**config.mk**
```make
export PLATFORM = sky130hd
export DESIGN_NAME = ll_window_accum
export DESIGN_NICKNAME = d
export VERILOG_FILES = /design/src/rtl/ll_window_accum.sv
export SDC_FILE = /design/constraint.sdc
export NUM_CORES = 1
export LEC_CHECK = 0
export CAP_MARGIN = 20
export CORE_UTILIZATION = 50
export CTS_BUF_LIST = sky130_fd_sc_hd__clkbuf_2 sky130_fd_sc_hd__clkbuf_4 sky130_fd_sc_hd__clkbuf_8
export DETAILED_ROUTE_END_ITERATION = 7
export GPL_TIMING_DRIVEN = 0
export PLACE_DENSITY = 0.64
export SLEW_MARGIN = 20
export SYNTH_ARGS = -nofsm -noshare
export SYNTH_HDL_FRONTEND = slang
export SYNTH_SLANG_ARGS = --single-unit
```
**constraint.sdc**
```tcl
create_clock -name clk -period 12.6 [get_ports clk]
set_input_delay 3.78 -clock clk [delete_from_list [all_inputs] [get_ports clk]]
set_output_delay 3.78 -clock clk [all_outputs]
set_load 0.05 [all_outputs]
```
**src/rtl/ll_window_accum.sv**
```systemverilog
// Multi-channel tumbling-window line-length accumulator: sums |x[n]-x[n-1]| per channel over WIN
// differences, result one cycle after the closing accept; a stalled result holds off in_ready.
module ll_window_accum #(
  parameter int DW  = 32,
  parameter int NCH = 4,
  parameter int WIN = 256,
  localparam int CHW = (NCH > 1) ? $clog2(NCH) : 1,
  localparam int AW  = DW + $clog2(WIN)
) (
  input  logic           clk,
  input  logic           rst,
  input  logic           clear,
  input  logic           in_valid,
  output logic           in_ready,
  input  logic [DW-1:0]  in_data,
  input  logic [CHW-1:0] in_ch,
  output logic           out_valid,
  input  logic           out_ready,
  output logic [AW-1:0]  out_data,
  output logic [CHW-1:0] out_ch,
  output logic           err
);

  localparam int CW = $clog2(WIN);
  localparam logic [CHW:0]  NCH_L = (CHW+1)'(NCH);
  localparam logic [CW-1:0] LAST  = CW'(WIN - 1);

  logic [DW-1:0]  prev_q [NCH];
  logic [AW-1:0]  acc_q  [NCH];
  logic [CW-1:0]  cnt_q  [NCH];
  logic [NCH-1:0] primed_q;

  logic           accept;
  logic           ch_ok;
  logic [DW-1:0]  prev_sel;
  logic [AW-1:0]  acc_sel;
  logic [CW-1:0]  cnt_sel;
  logic           primed_sel;
  logic [DW:0]    diff;
  logic [DW:0]    diff_neg;
  logic [DW-1:0]  mag;
  logic [AW-1:0]  sum;

  assign in_ready = ~out_valid | out_ready;

  always_comb begin
    accept     = in_valid & in_ready;
    ch_ok      = ({1'b0, in_ch} < NCH_L);
    prev_sel   = '0;
    acc_sel    = '0;
    cnt_sel    = '0;
    primed_sel = 1'b0;
    if (ch_ok) begin
      prev_sel   = prev_q[in_ch];
      acc_sel    = acc_q[in_ch];
      cnt_sel    = cnt_q[in_ch];
      primed_sel = primed_q[in_ch];
    end
    // Sign-extend to DW+1 so the full-scale swing (2^DW-1) never wraps.
    diff     = {in_data[DW-1], in_data} - {prev_sel[DW-1], prev_sel};
    diff_neg = -diff;
    mag      = diff[DW] ? diff_neg[DW-1:0] : diff[DW-1:0];
    sum      = acc_sel + {{(AW-DW){1'b0}}, mag};
  end

  always_ff @(posedge clk) begin
    if (rst) begin
      out_valid <= 1'b0;
      out_data  <= '0;
      out_ch    <= '0;
      err       <= 1'b0;
      primed_q  <= '0;
      for (int i = 0; i < NCH; i++) begin
        prev_q[i] <= '0;
        acc_q[i]  <= '0;
        cnt_q[i]  <= '0;
      end
    end else begin
      if (out_valid && out_ready)
        out_valid <= 1'b0;
      if (clear) begin
        primed_q <= '0;
        for (int i = 0; i < NCH; i++) begin
          prev_q[i] <= '0;
          acc_q[i]  <= '0;
          cnt_q[i]  <= '0;
        end
      end else if (accept) begin
        if (!ch_ok) begin
          err <= 1'b1;
        end else if (!primed_sel) begin
          prev_q[in_ch]   <= in_data;
          primed_q[in_ch] <= 1'b1;
        end else begin
          prev_q[in_ch] <= in_data;
          if (cnt_sel == LAST) begin
            // A new result overrides the clearing handshake above in the same cycle.
            out_data      <= sum;
            out_ch        <= in_ch;
            out_valid     <= 1'b1;
            acc_q[in_ch]  <= '0;
            cnt_q[in_ch]  <= '0;
          end else begin
            acc_q[in_ch] <= sum;
            cnt_q[in_ch] <= cnt_sel + 1'b1;
          end
        end
      end
    end
  end

endmodule
```
# [After elaboration in Yosys (flattened, before gate mapping)]
# Memory sizes are Yosys's and may differ from the RTL's.
# Index checks and enable logic that the tools add are counted.
[classes] addsub=4 order_cmp=2 n_eq_ne=1 n_mux=61 bitwise_logic=21 reduce_logical=8
[op_table] op="40-bit 2-to-1 mux" count=6
[op_table] op="32-bit 2-to-1 mux" count=7
[op_table] op="8-bit 2-to-1 mux" count=6
[op_table] op="40-bit by 32-bit adder with 40-bit output" count=1
[op_table] op="40-bit OR reduction" count=1
[op_table] op="1-bit 2-to-1 mux" count=37
[op_table] op="32-bit by 32-bit subtractor with 33-bit output" count=1
[op_table] op="32-bit negation" count=1
[op_table] op="32-bit OR reduction" count=1
[op_table] op="1-bit OR" count=16
[op_table] op="8-bit by 1-bit adder with 8-bit output, second input constant" count=1
[op_table] op="8-bit == test, second input constant" count=1
[op_table] op="8-bit OR reduction" count=1
[op_table] op="2-bit 2-to-1 mux" count=3
[op_table] op="4-bit OR" count=1
[op_table] op="4-bit AND reduction" count=1
[op_table] op="2-bit by 3-bit < comparator with 1-bit output, second input constant" count=1
[op_table] op="1-bit inverter" count=3
[op_table] op="1-bit binary-select mux with 2-bit select" count=1
[op_table] op="1-bit demux with 2-bit select" count=1
[op_table] op="2-bit by 1-bit >= comparator with 1-bit output, second input constant" count=1
[op_table] op="1-bit logical AND" count=2
[op_table] op="2-bit AND reduction" count=1
[op_table] op="2-bit OR reduction" count=1
[op_table] op="1-bit AND" count=1
[totals] ff_bits=47 ramBits=320 input_bits=39 output_inout_bits=45 n_memories=3
[memory_table] name="acc_q" words=4 width=40 read_ports=1 rd_clocked_by_memory_dff=0 write_ports=4 line="29" source="logic [AW-1:0] acc_q [NCH];"
[memory_table] name="prev_q" words=4 width=32 read_ports=1 rd_clocked_by_memory_dff=0 write_ports=4 line="28" source="logic [DW-1:0] prev_q [NCH];"
[memory_table] name="cnt_q" words=4 width=8 read_ports=1 rd_clocked_by_memory_dff=0 write_ports=4 line="30" source="logic [CW-1:0] cnt_q [NCH];"

# [Longest topological paths before layout]
# An unclocked memory read counts as a cell.
[depth] word_depth=11 ltp_mapped=29 depth_no_buf=22

# [Worst setup path before layout]
# Ideal clock, no wire load.
[synth_timing] kind="input to register" startpoint="input port in_ch[1]" endpoint="memory acc_q[0][34] (netlist name), data pin" setup_time_ns=0.260 arrival_time_ns=11.044 required_ns=12.340 path_slack_ns=1.296 stages=27 n_path_buf=7 path_cell_list="clkbuf_1 > clkbuf_1 > clkbuf_1 > clkbuf_1 > clkbuf_1 > mux4_2 > ha_1 > fa_1 > nand2b_1 > a21oi_1 > o21ai_4 > o221a_4 > xnor2_1 > or4_4 > or4b_1 > buf_2 > o21ai_0 > xnor2_1 > ha_1 > clkbuf_1 > nand4_1 > or2_2 > o221ai_1 > nor3_1 > a211o_1 > a21oi_1 > mux2_2"
[synth_rtl] item="from (decl)" line="16" source="input logic [CHW-1:0] in_ch,"
[synth_rtl] item="to (decl)" line="29"

==> impl_results.md <==
- IO Port Bufs: 81
- Unrepaired setup endpoints after global routing: no
- VDD IR max: 85.50 µV
- Total number of vias: 15684
- CTS buffer count: 66
- Clock sink total: 367
- Peak Freq: 83.08 MHz
- Antenna-violating nets left: 0
- Starting Density: 0.5065
- Final #Nets: 2137
- Crit-path max FO: 19
- Hold Buf Count CTS: 0
- Synth Warn #: 0
- Max-slew violation count: 0
- Storage cell area: 0.01055 mm²
- Total placed instance area: 0.02249 mm²
- Total grt overflow: 0
- Largest net degree at the start of global routing: 41
- Slew HR: 0.3491
- Root Buffer: clkbuf_8
- Post-CTS setup buffers: 0
- Antenna diode count: 0
- # setup viols final: 0
- Cell area power density: 152.0 mW/mm²
- Initial DRC count: 1690
- Fill count: 3460
- Synth cell types: 83
- Drt wl/cell: 22.55 µm
- Die X: 205.4 µm
- Drt total wl: 58890 µm
- H-tree depth reported by CTS: 3
- Req. time, crit path: 12.95 ns
- Syn-to-layout area delta: 15.69%
- Actual slew at the worst max-slew pin: 0.9675 ns
- Synthesized area: 0.02068 mm²
- Tcrit/Tclk final: 0.9553
- Top FF cell, synth: edfxtp_1
- Status: finished with violations
- Multi-input gate area: 0.009661 mm²
- Tmin final: 12.04 ns
- Core Region: 0.04083 mm²
- CTS tree: yes
- Cells after synthesis: 1874
- Critical Path Source Type: primary input
- Power Total: 3.637 mW
- Post-synth EDFFs: 320
- FP Rows: 74
- Final HPWL DP: 42140 µm
- GRT Total Usage: 0.2860
- Post-route cell area: 0.02393 mm²
- Top area cells in the synthesized netlist: edfxtp_1 (46%), mux4_2 (8.7%), nor2_1 (4.8%)
- CP Data Arrival Time: 12.39 ns
- Initial antenna violation count: 2
- Clock slew at reported path FFs: 0.05 ns
- Max Cap Viol: 0
- First-pass iteration count of the detailed router: 8
- Final hold violations: 0
- Post-synthesis sequential area ratio: 0.5101
- Pleak: 8.976 nW
- Yosys reg bits: 367
- Top-area cell type share of the netlist area: 0.4646
- Syn avg cell area: 11.04 µm²
- CP endpoint kind: flip-flop
- Residual DRC: 1
- Violated checks: DRC
- Die H: 205.4 µm
- Bufs on Longest Clock Path: 3
- Crit path kind: primary input to flip-flop
- Vias in the first global route: 15257
- Ports: 84
- # resized after CTS: 14
- Layout Skew: 0.03342 ns
- Largest area contributor in the netlist: edfxtp_1
- Async SR Flop Fraction: 0
- Share of layout cells above drive strength 1: 0.1265
- Syn_nets: 1981
- GP Congestion: 0.9196
- Clk_lat worst skew: 0.63 ns
- Via density: 6.007
- Die ar.: 0.04218 mm²
- First-pass GRT wire length: 89510 µm
- Worst Hold Class: flip-flop to flip-flop
kinds of logic (layout without fill, tap and decap cells):
kind of cell | count (synthesis) | after routing | share of synthesized area
adders and majority gates | 68 | 68 | 0.04187
AOI/OAI and AO/OA | 350 | 350 | 0.1113
other | 1 | 1 | 0.0001813
and+or+nand+nor | 756 | 756 | 0.1797
xor gates and xnor gates | 79 | 79 | 0.03382
DFF | 367 | 367 | 0.5101
buffers and inverters | 162 | 367 | 0.03025
muxes | 91 | 91 | 0.09275
cell type report:
type	count	share of cell area
Sequential cell	367	0.4410
Multi-Input combinational cell	1345	0.4038
Clock buffer	96	0.04895
Timing Repair Buffer	91	0.04445
Tap cell	532	0.02782
Buffer	99	0.01773
Inverter	60	0.009413
Clock inverter	21	0.006903
final timing paths:
| path | endpoint | slack, ns | start | cells after the start |
|---|---|---|---|---|
| hold / removal | out_data[12] | 0.45 | out_data[12] | 2 |
| setup / recovery | acc_q[3][33] | 0.56 | in_ch[0] | 27 |
| hold reg to reg | out_data[12] | 0.45 | out_data[12] | 2 |
| setup reg to reg | acc_q[3][33] | 5.06 | prev_q[1][0] | 23 |
synth_stat cells, types with 7 or more instances:
library cell and instances:
nand4_1 19, nand3b_1 14, or3_1 12, edfxtp_1 320
and2_1 133, clkbuf_1 88, mux4_2 80, xor2_1 41
nand2b_1 14, ha_1 66, dfxtp_1 47, nand2_1 134
a21oi_1 105, o211ai_1 11, a211oi_1 13, nor4_1 10
buf_1 7, nor2b_1 14, nand3_1 39, a21o_1 33
inv_1 60, nor3b_1 8, a31oi_1 17, xnor2_1 37
o21bai_1 8, a21boi_0 7, a311oi_1 9, or2_2 8
nor3_1 47, o21a_1 15, o21ai_0 68, nor2_1 265
and3_1 14
through the flow:
step                      hold slack (ns)  setup WS [ns]  TNS (ns)  utilization  instances
after floorplan                    0.4315          1.296         0            -       1874
after global routing               0.4656        0.09439         0       0.5860       2611
final                              0.4503         0.5629         0       0.5860       2611
after CTS                          0.4545        0.08691         0       0.5845       2612
after global placement             0.4441         -2.677   -284.21       0.5427       2487
after detailed placement           0.4473         -2.738   -301.91       0.5508       2497
worst max-delay path, stage by stage:
cell and delay, ns:
clkdlybuf4s50_1 0.51, buf_2 0.35, buf_6 0.34, clkbuf_4 0.40, mux4_2 0.55, ha_1 0.23
fa_1 0.40, nand2b_1 0.22, a21oi_2 0.34, o21ai_4 0.14, xor2_2 0.29, a2bb2oi_2 0.16
or4_4 0.58, or4b_1 0.47, buf_2 0.18, o21ai_0 0.22, xor2_1 0.36, ha_1 0.24
clkbuf_1 0.36, nand4_1 0.32, nor3_1 0.40, nor2b_1 0.22, a41oi_2 0.11, a311oi_4 0.52
o21ai_0 0.21, xor2_1 0.36, nor2_1 0.09
metal layers:
layer  up-vias  track usage  routed length, µm
li1       7247            -                  -
met5         -            0                  0
met3        97      0.04450               4505
met4         0      0.09735               1437
met1      7729       0.4139              26480
met2       611       0.4382              26470
cells in the final DEF (no fill, tap or decap), types with 15 or more instances in the layout:
cell type,Yosys,layout
ha_1,66,66
clkbuf_1,88,80
and2_1,133,133
nand2_1,134,130
edfxtp_1,320,320
xnor2_1,37,37
a21o_1,33,33
nor2_1,265,264
o21ai_0,68,61
clkbuf_4,0,28
a21oi_1,105,103
clkbuf_8,0,72
nand3_1,39,39
a31oi_1,17,16
mux4_2,80,80
dfxtp_1,47,47
o21a_1,15,15
nor3_1,47,46
xor2_1,41,41
inv_1,60,60
nand4_1,19,19
clkdlybuf4s50_1,0,81
power by group:
part | total, mW | switching, mW | internal [mW]
logic | 1.11 | 0.735 | 0.373
clock network | 1.15 | 0.505 | 0.641
registers | 1.38 | 0.0129 | 1.37
total | 3.64 | 1.25 | 2.38
state kept, by name, summed over array words and instances (netlist names):
signal,cells
acc_q,160
prev_q,128
out_data,40
cnt_q,32
primed_q,4
out_ch,2
out_valid,1
No activity file was read; power rests on OpenSTA's default activity.
